## config.mk

```make
export PLATFORM = sky130hd
export DESIGN_NAME = fetch_unit_flat
export DESIGN_NICKNAME = d
export VERILOG_FILES = /design/src/rtl/fetch_unit_if.sv /design/src/rtl/fetch_unit.sv /design/src/flat_wrapper.sv
export SDC_FILE = /design/constraint.sdc
export NUM_CORES = 1
export LEC_CHECK = 0
export ABC_AREA = 1
export CELL_PAD_IN_SITES_DETAIL_PLACEMENT = 0
export CELL_PAD_IN_SITES_GLOBAL_PLACEMENT = 2
export CORE_ASPECT_RATIO = 0.5
export CORE_MARGIN = 4
export CORE_UTILIZATION = 35
export DETAILED_ROUTE_END_ITERATION = 8
export DONT_BUFFER_PORTS = 1
export PLACE_DENSITY = 0.78
export SETUP_SLACK_MARGIN = 0.2
export SLEW_MARGIN = 30
export SYNTH_ARGS = -nofsm -noshare
export SYNTH_HDL_FRONTEND = slang
export SYNTH_SLANG_ARGS = --single-unit
```

## constraint.sdc

```tcl
create_clock -name clk -period 4.9 [get_ports clk]
set_input_delay 1.47 -clock clk [delete_from_list [all_inputs] [get_ports clk]]
set_output_delay 1.47 -clock clk [all_outputs]
set_load 0.03 [all_outputs]
```

## src/rtl/fetch_unit_if.sv

```systemverilog
// fetch_unit_if: instruction-memory request/response bus between fetch and memory.
interface fetch_unit_if #(parameter int ADDR = 32);
  logic            req_valid;
  logic            req_ready;
  logic [ADDR-1:0] req_addr;
  logic            rsp_valid;
  logic [63:0]     rsp_data;
  modport master(output req_valid, req_addr, input req_ready, rsp_valid, rsp_data);
  modport slave(input req_valid, req_addr, output req_ready, rsp_valid, rsp_data);
endinterface

```

## src/rtl/fetch_unit.sv

```systemverilog
// fetch_unit: 2-wide fetch with credit-limited in-order imem requests and stale-response dropping.
module fetch_unit #(
  parameter int              ADDR            = 32,
  parameter logic [ADDR-1:0] RESET_PC        = '0,
  parameter int              MAX_OUTSTANDING = 2,
  parameter int              INST_WIDTH      = 32,
  parameter int              BP_GHR_BITS     = 8,
  parameter int              IF_BATCH_SIZE   = 2
) (
  input  logic                     clk,
  input  logic                     rst_n,
  input  logic                     redirect_valid,
  input  logic [ADDR-1:0]          redirect_pc,
  fetch_unit_if.master             imem,
  output logic [ADDR-1:0]          bp_pc,
  input  logic                     bp_taken_0,
  input  logic                     bp_taken_1,
  input  logic [ADDR-1:0]          bp_target,
  input  logic [BP_GHR_BITS-1:0]   bp_hist,
  input  logic                     stall_in,
  output logic [IF_BATCH_SIZE-1:0] out_valid,
  output logic [INST_WIDTH-1:0]    out_inst_0,
  output logic [INST_WIDTH-1:0]    out_inst_1,
  output logic [ADDR-1:0]          out_pc_0,
  output logic [ADDR-1:0]          out_pc_1,
  output logic                     out_pred_taken_0,
  output logic                     out_pred_taken_1,
  output logic [ADDR-1:0]          out_pred_target_0,
  output logic [ADDR-1:0]          out_pred_target_1,
  output logic [BP_GHR_BITS-1:0]   out_pred_hist_0,
  output logic [BP_GHR_BITS-1:0]   out_pred_hist_1
);
  localparam int CW = $clog2(MAX_OUTSTANDING) + 1;
  localparam int IW = (MAX_OUTSTANDING > 1) ? $clog2(MAX_OUTSTANDING) : 1;
  typedef struct packed {
    logic [ADDR-1:0]        pc;
    logic                   t0;
    logic                   t1;
    logic [ADDR-1:0]        tgt;
    logic [BP_GHR_BITS-1:0] hist;
  } meta_t;
  meta_t       meta_q [MAX_OUTSTANDING];
  logic [63:0] data_q [MAX_OUTSTANDING];
  logic [ADDR-1:0] pc;
  logic [IW-1:0]   wp, fp, rp;
  logic [CW-1:0]   nl, nq, drop;
  logic            up, fire, pop, drop_rsp, fill, taken, has, two;
  meta_t           hd;
  logic [63:0]     hd_d;
  function automatic logic [IW-1:0] inc(input logic [IW-1:0] p);
    return (p == IW'(MAX_OUTSTANDING - 1)) ? '0 : p + IW'(1);
  endfunction
  assign hd       = meta_q[rp];
  assign hd_d     = data_q[rp];
  assign has      = nq != '0;
  assign two      = has && !hd.pc[2] && !hd.t0;
  assign pop      = |out_valid && !stall_in;
  assign drop_rsp = imem.rsp_valid && drop != '0;
  assign fill     = imem.rsp_valid && drop == '0 && nl != '0;
  assign taken    = bp_taken_0 || (!pc[2] && bp_taken_1);
  // A pop this cycle frees a queue slot, which keeps a 1-cycle memory streaming.
  assign imem.req_valid = up && !redirect_valid && (nl + drop + nq - CW'(pop) < CW'(MAX_OUTSTANDING));
  assign imem.req_addr  = up ? {pc[ADDR-1:3], 3'b0} : '0;
  assign bp_pc          = up ? pc : '0;
  assign fire           = imem.req_valid && imem.req_ready;
  always_comb begin
    out_valid         = (has && !redirect_valid) ? {two, 1'b1} : '0;
    out_inst_0        = has ? (hd.pc[2] ? hd_d[63:32] : hd_d[31:0]) : '0;
    out_inst_1        = two ? hd_d[63:32] : '0;
    out_pc_0          = has ? hd.pc : '0;
    out_pc_1          = two ? hd.pc + ADDR'(4) : '0;
    out_pred_taken_0  = has && hd.t0;
    out_pred_taken_1  = two && hd.t1;
    out_pred_target_0 = out_pred_taken_0 ? hd.tgt : '0;
    out_pred_target_1 = out_pred_taken_1 ? hd.tgt : '0;
    out_pred_hist_0   = has ? hd.hist : '0;
    out_pred_hist_1   = has ? hd.hist : '0;
  end
  always_ff @(posedge clk) begin
    if (fire) meta_q[wp] <= '{pc: pc, t0: bp_taken_0, t1: bp_taken_1, tgt: bp_target, hist: bp_hist};
    if (fill) data_q[fp] <= imem.rsp_data;
  end
  always_ff @(posedge clk or negedge rst_n) begin
    if (!rst_n) begin
      pc   <= RESET_PC;
      up   <= 1'b0;
      wp   <= '0;
      fp   <= '0;
      rp   <= '0;
      nl   <= '0;
      nq   <= '0;
      drop <= '0;
    end else begin
      up <= 1'b1;
      if (redirect_valid) begin
        pc   <= redirect_pc;
        wp   <= '0;
        fp   <= '0;
        rp   <= '0;
        nl   <= '0;
        nq   <= '0;
        drop <= nl + drop - CW'(drop_rsp || fill);
      end else begin
        if (fire) pc <= taken ? bp_target : {pc[ADDR-1:3], 3'b0} + ADDR'(8);
        if (fire) wp <= inc(wp);
        if (fill) fp <= inc(fp);
        if (pop) rp <= inc(rp);
        nl   <= nl + CW'(fire) - CW'(fill);
        nq   <= nq + CW'(fill) - CW'(pop);
        drop <= drop - CW'(drop_rsp);
      end
    end
  end
endmodule

```

## src/flat_wrapper.sv

```systemverilog
// flat-port wrapper written by rule: the top's interface ports become plain ports
module fetch_unit_flat 
#(
  parameter int              ADDR            = 32,
  parameter logic [ADDR-1:0] RESET_PC        = '0,
  parameter int              MAX_OUTSTANDING = 2,
  parameter int              INST_WIDTH      = 32,
  parameter int              BP_GHR_BITS     = 8,
  parameter int              IF_BATCH_SIZE   = 2
)
  (clk, rst_n, redirect_valid, redirect_pc, bp_pc, bp_taken_0, bp_taken_1, bp_target, bp_hist, stall_in, out_valid, out_inst_0, out_inst_1, out_pc_0, out_pc_1, out_pred_taken_0, out_pred_taken_1, out_pred_target_0, out_pred_target_1, out_pred_hist_0, out_pred_hist_1, imem_req_valid, imem_req_addr, imem_req_ready, imem_rsp_valid, imem_rsp_data);
  fetch_unit_if #(.ADDR(ADDR)) imem_i ();
  input  logic clk;
  input  logic rst_n;
  input  logic redirect_valid;
  input  logic [ADDR-1:0] redirect_pc;
  output logic [ADDR-1:0] bp_pc;
  input  logic bp_taken_0;
  input  logic bp_taken_1;
  input  logic [ADDR-1:0] bp_target;
  input  logic [BP_GHR_BITS-1:0] bp_hist;
  input  logic stall_in;
  output logic [IF_BATCH_SIZE-1:0] out_valid;
  output logic [INST_WIDTH-1:0] out_inst_0;
  output logic [INST_WIDTH-1:0] out_inst_1;
  output logic [ADDR-1:0] out_pc_0;
  output logic [ADDR-1:0] out_pc_1;
  output logic out_pred_taken_0;
  output logic out_pred_taken_1;
  output logic [ADDR-1:0] out_pred_target_0;
  output logic [ADDR-1:0] out_pred_target_1;
  output logic [BP_GHR_BITS-1:0] out_pred_hist_0;
  output logic [BP_GHR_BITS-1:0] out_pred_hist_1;
  output wire logic [$bits(imem_i.req_valid)-1:0] imem_req_valid;
  output wire logic [$bits(imem_i.req_addr)-1:0] imem_req_addr;
  input wire logic [$bits(imem_i.req_ready)-1:0] imem_req_ready;
  input wire logic [$bits(imem_i.rsp_valid)-1:0] imem_rsp_valid;
  input wire logic [$bits(imem_i.rsp_data)-1:0] imem_rsp_data;
  assign imem_req_valid = imem_i.req_valid;
  assign imem_req_addr = imem_i.req_addr;
  assign imem_i.req_ready = imem_req_ready;
  assign imem_i.rsp_valid = imem_rsp_valid;
  assign imem_i.rsp_data = imem_rsp_data;
  fetch_unit #(.ADDR(ADDR), .RESET_PC(RESET_PC), .MAX_OUTSTANDING(MAX_OUTSTANDING), .INST_WIDTH(INST_WIDTH), .BP_GHR_BITS(BP_GHR_BITS), .IF_BATCH_SIZE(IF_BATCH_SIZE)) u_core (.clk(clk), .rst_n(rst_n), .redirect_valid(redirect_valid), .redirect_pc(redirect_pc), .imem(imem_i), .bp_pc(bp_pc), .bp_taken_0(bp_taken_0), .bp_taken_1(bp_taken_1), .bp_target(bp_target), .bp_hist(bp_hist), .stall_in(stall_in), .out_valid(out_valid), .out_inst_0(out_inst_0), .out_inst_1(out_inst_1), .out_pc_0(out_pc_0), .out_pc_1(out_pc_1), .out_pred_taken_0(out_pred_taken_0), .out_pred_taken_1(out_pred_taken_1), .out_pred_target_0(out_pred_target_0), .out_pred_target_1(out_pred_target_1), .out_pred_hist_0(out_pred_hist_0), .out_pred_hist_1(out_pred_hist_1));
endmodule
```

Word-level counts from Yosys, hierarchy flattened
Memory sizes are Yosys's and may differ from the RTL's. Cells that the tools add are included.

Bits in registers: 42. Memory bits (writable): 276. Input bits: 144. Output and inout port bits: 277. Word-level logic and storage cells: 83. Memories kept: 2.

$add $sub $neg: 14. Order comparisons: 1. Muxes and demuxes: 30. Reductions and logical operators: 28.

Memory list: u_core.meta_q (words 2, width 74, read ports 1, clocked after memory_dff 0, write ports 1, line fetch_unit.sv:42) `meta_t meta_q [MAX_OUTSTANDING];`; u_core.data_q (words 2, width 64, read ports 1, clocked after memory_dff 0, write ports 1, line fetch_unit.sv:43) `logic [63:0] data_q [MAX_OUTSTANDING];`.

Operators with widths (number): 32-bit two-way mux (12); 32-bit by 3-bit adder with 32-bit output (second input constant) (1); 32-bit by 4-bit adder with 32-bit output (second input constant) (1); 1-bit logical AND (13); 1-bit two-way mux (13); 2-bit nonzero test (6); 2-bit by 1-bit subtractor with 2-bit output (5); 2-bit two-way mux (4); 8-bit two-way mux (1); 1-bit zero test (5); 2-bit by 1-bit adder with 2-bit output (2); 2-bit adder (2); 1-bit adder (second input constant) (3); 2-bit zero test (1); 1-bit logical OR (2); 2-bit less-than comparator (second input constant) (1); 2-bit OR reduction (1).

Depth between registers and ports, before layout
An unclocked memory read counts as a cell.

Depth in word-level cells: 14. Depth in mapped cells: 17. Mapped depth without buffers: 15.

Worst setup path after synthesis
Ideal clock, no wire load.

Kind: input to register. Start point: in redirect_valid. End point: mem u_core.meta_q[0][0] (netlist bit), enable pin. Library setup time: 0.508 ns. Arrival time: 6.008 ns. Required time: 4.392 ns. Slack: -1.617 ns. Stages on the path: 13. Path buffers: 2. Cell sequence: clkbuf_1 clkbuf_1 nor3_1 ha_1 inv_1 nand2_1 nand3_1 nand2_1 inv_1 nand2_1 nand2_1 nand3_1 nor2_1.

Word-level cells in the longest chain between the ends: 11. Elaborated cells on any way between the ends: 12. Those cells by class: 1 x add/sub; 1 x order compare; 3 x mux; 7 x reduce/logical.

RTL lines: start, declared (line flat_wrapper.sv:15) `input logic redirect_valid;`; 1-bit zero test (*) (line fetch_unit.sv:62, fetch_unit.sv:67); 1-bit logical AND (line fetch_unit.sv:67) `out_valid = (has && !redirect_valid) ? {two, 1'b1} : '0;`; 2-bit two-way mux (line fetch_unit.sv:67); 2-bit OR reduction (line fetch_unit.sv:57) `assign pop = |out_valid && !stall_in;`; 1-bit logical AND (line fetch_unit.sv:57); 2-bit by 1-bit subtractor with 2-bit output (line fetch_unit.sv:62) `assign imem.req_valid = up && !redirect_valid && (nl + drop + nq - CW'(pop) < CW'(MAX_OUTSTANDING));`; 2-bit less-than comparator (line fetch_unit.sv:62); 1-bit logical AND (*) (line fetch_unit.sv:62); 1-bit logical AND (*) (line fetch_unit.sv:65) `assign fire = imem.req_valid && imem.req_ready;`; 1-bit two-way mux (*) (line fetch_unit.sv:80) `if (fire) meta_q[wp] <= '{pc: pc, t0: bp_taken_0, t1: bp_taken_1, tgt: bp_target, hist: bp_hist};`; 1-bit two-way mux (not written as such) (*) (line fetch_unit.sv:80); end, declared (line fetch_unit.sv:42).

Mark *: on every way between the ends. The rest lies on a longest branch, timed or not.

Final worst setup path
Start point: reg u_core.rp. End point: out out_pc_1[18].

Word-level cells in the longest chain between the ends: 5. Elaborated cells on any way between the ends: 7. Those cells by class: 1 x add/sub; 1 x mux; 4 x reduce/logical; 1 x memory.

RTL lines: start, declared (line fetch_unit.sv:45) `logic [IW-1:0] wp, fp, rp;`; start signal, assigned (line fetch_unit.sv:107) `if (pop) rp <= inc(rp);`; memory read 2 x 74 bit (*); branches (longest 3 deep; another with 32-bit by 3-bit adder with 32-bit output); 32-bit two-way mux (*) (line fetch_unit.sv:71) `out_pc_1 = two ? hd.pc + ADDR'(4) : '0;`; end, declared (line flat_wrapper.sv:27) `output logic [ADDR-1:0] out_pc_1;`.

Every way passes the cells marked *.

==> impl_metrics.env <==
export IMPL_cts_tree="done"
export IMPL_yosysUniqueCellTypes=36
export IMPL_ioPinCount=421
export IMPL_cpMaxStageDelayCell="dfrtp_4"
export IMPL_fmax_mhz=223
export IMPL_synth_seq_area_share_pct=59.9
export IMPL_clk_pin_slew_ps=70
export IMPL_synth_top_family_by_area="simple AND/OR/NAND/NOR gates"
export IMPL_yosysMostFrequentCell="nand2_1"
export IMPL_synthXorXnorAreaFrac_pct=0.561
export IMPL_synth_edf_count=276
export IMPL_cts_root_buf="clkbuf_16"
export IMPL_crit_path_max_fanout=14
export IMPL_layout_setup_ws_ps=410
export IMPL_critPathArrivalTime_ps=3020
export IMPL_pre_cts_slack_ps=630
export IMPL_synth_common_cells="408 x nand2_1, 318 x nor2_1, 276 x edfxtp_1"
export IMPL_yosysWarnings=0
export IMPL_seqCellArea_um2=9340
export IMPL_hold_buffers=0
export IMPL_yosysTopAreaCell="edfxtp_1"
export IMPL_whs_ps=531
export IMPL_post_route_util_pct=42.2
export IMPL_slew_viol_final=0
export IMPL_fin_crit_ps=4490
export IMPL_final_cell_area_um2=18500
export IMPL_fin_crit_sh_pct=91.6
export IMPL_track_usage_pct=18.8
export IMPL_synthSimpleGateAreaFrac_pct=21.4
export IMPL_wl_per_cell_um=20.1
export IMPL_crit_buf_inv=3
export IMPL_grt_pass1_wl_um=70500
export IMPL_hpwlAfterDp_um=33900
export IMPL_crit_chain="inv_6 -> nand2_1 -> nand2_1 -> ha_1 -> inv_1 -> nor2_1 -> nand3_2 -> nor2_2 -> nand2_1 -> xor2_1 -> nor2_1 -> buf_4"
export IMPL_fillers=4271
export IMPL_dieHeight_um=157
export IMPL_antenna_found_initial=4
export IMPL_multiInputGateArea_um2=5130
export IMPL_synth_mux_area_share_pct=4.43
export IMPL_cts_inserted_buffers=31
export IMPL_cts_sinks=318
export IMPL_drive_gt1_share_pct=16.6
export IMPL_post_cts_buffers=0
export IMPL_core_um2=43800
export IMPL_clk_latency_ps=600
export IMPL_hold_viol=0
export IMPL_io_buffers=0
export IMPL_routabilityCongestion=0.879
export IMPL_grt_setup_unrepaired="yes"
export IMPL_viasPerCell=4.96
export IMPL_async_reset_ff_share_pct=13.2
export IMPL_rows=54
export IMPL_remaining_drc_errors=0
export IMPL_run_status="finished clean"
export IMPL_hp_class="flip-flop to flip-flop"
export IMPL_startpoint_type="flip-flop"
export IMPL_ir_drop_mv=0.282
export IMPL_syn_avg_cell_area_um2=9.51
export IMPL_cp_required_ps=3430
export IMPL_end_kind="output port"
export IMPL_die_width_um=307
export IMPL_cap_violations=0
export IMPL_grt_pass1_vias=12000
export IMPL_initial_core_util_pct=35.6
export IMPL_grt_ovfl_total=0
export IMPL_p_per_area_nw_per_um2=388
export IMPL_tns_ps=0
export IMPL_grt_max_degree=76
export IMPL_slowest_delay_ps=580
export IMPL_synthTopCellsByArea="edfxtp_1 53%, nand2_1 9.8%, nor2_1 7.7%"
export IMPL_crit_type="flip-flop to output port"
export IMPL_drtIter0Drc=777
export IMPL_die_area_um2=48200
export IMPL_cpMostUsedCell="nand2_1"
export IMPL_netlist_instances=1640
export IMPL_nets=1920
export IMPL_ys_ff_latch=318
export IMPL_dpl_cell_area_um2=17300
export IMPL_h_tree_depth=1
export IMPL_slew_headroom_pct=37.8
export IMPL_routed_wl_um=47900
export IMPL_vias=11800
export IMPL_synth_flop_cell="edfxtp_1"
export IMPL_drtPass1Iterations=6
export IMPL_cpLargestDelayFamily="simple AND/OR/NAND/NOR gates"
export IMPL_leakage_nw=7.59
export IMPL_syn_to_final_growth_pct=18.3
export IMPL_synthAdderAreaFrac_pct=0.722
export IMPL_setup_violations=0
export IMPL_synth_top_area_share_pct=53.1
export IMPL_clk_path_buf_depth=3
export IMPL_ant_nets=0
export IMPL_syn_cell_area_um2=15600
export IMPL_worst_slew_pin_slew_ps=933
export IMPL_fin_skew_ps=20.0
export IMPL_synth_compound_gate_area_share_pct=5.38
power breakdown:
part,switching (mW),internal (mW),total (mW)
Combinational,0.956,0.357,1.31
Sequential,0.169,3.13,3.30
Clock,1.09,1.46,2.55
Total,2.22,4.95,7.17
layout make-up:
class | instances | share of cell area, %
sequential | 318 | 50.6
multi-input combinational | 1065 | 27.8
inverter | 149 | 3.06
clock inverter | 24 | 1.49
tap | 588 | 3.99
timing repair buffer | 202 | 8.62
clock buffer | 34 | 4.37
antenna | 3 | 0.0407
per-stage QoR:
step	total power, mW	std cells
3_3_place_gp	4.65	2321
4_1_cts	7.24	2379
5_1_grt	7.51	2383
6_report	7.17	2383
3_5_place_dp	4.67	2321
2_1_floorplan	4.30	1642
flip-flops by register name (all words and copies together) (netlist names):
register,count
u_core.meta_q,148
u_core.data_q,128
u_core.pc,32
u_core.drop,2
u_core.nl,2
u_core.nq,2
u_core.fp,1
u_core.rp,1
u_core.up,1
u_core.wp,1
path summary, 6_finish.rpt:
path	end	cells past startpoint	from	slack, ps
worst max register to register	u_core.meta_q[0][17]$_DFFE_PP_	13	u_core.nq[1]$_DFF_PN0_	1910
min in group asynchronous	u_core.pc[23]$_DFFE_PN0P_	0	rst_n	560
worst min register to register	u_core.meta_q[0][43]$_DFFE_PP_	0	u_core.pc[1]$_DFFE_PN0P_	530
max in group asynchronous	u_core.rp$_DFFE_PN0P_	0	rst_n	4230
worst min-delay path	u_core.meta_q[0][43]$_DFFE_PP_	0	u_core.pc[1]$_DFFE_PN0P_	530
worst max-delay path	out_pc_1[18]	12	u_core.rp$_DFFE_PN0P_	410
routing by layer:
metal / GRT usage, % / part of all wire (%) / vias to the layer above
met3: 4.45 / 6.2 / 84
met2: 33.2 / 50 / 350
li1: - / - / 5649
met1: 23.1 / 41 / 5723
met5: 0 / 0.019 / -
met4: 5.93 / 3.1 / 2
placed cells by master, fill, tap and decap left out, drive strengths merged, types with 4 or more instances in the layout:
| cell | n |
|---|---|
| clkinvlp | 5 |
| dfrtp | 42 |
| o21ai | 60 |
| nand4 | 7 |
| clkinv | 13 |
| or2 | 18 |
| a31oi | 4 |
| buf | 200 |
| nor2 | 321 |
| inv | 150 |
| conb | 4 |
| clkbuf | 36 |
| nand3 | 62 |
| xor2 | 7 |
| nand3b | 9 |
| bufinv | 5 |
| a21oi | 35 |
| nor3 | 9 |
| edfxtp | 276 |
| nand2 | 408 |
| ha | 9 |
| o32ai | 32 |
| mux2i | 69 |
kinds of logic after synthesis:
family,count (synthesis)
multiplexers,69
adder cells (fa/ha/maj),9
flip-flops,318
AO/OA/AOI/OAI,138
buffers and inverters,259
other,2
AND/OR/NAND/NOR,835
XOR/XNOR,10
repair_timing:
action,in CTS,in global routing
setup endpoints to repair,68,88
cloned,0,1
gates resized for setup,1,12
No activity file was read; power rests on OpenSTA's default activity.
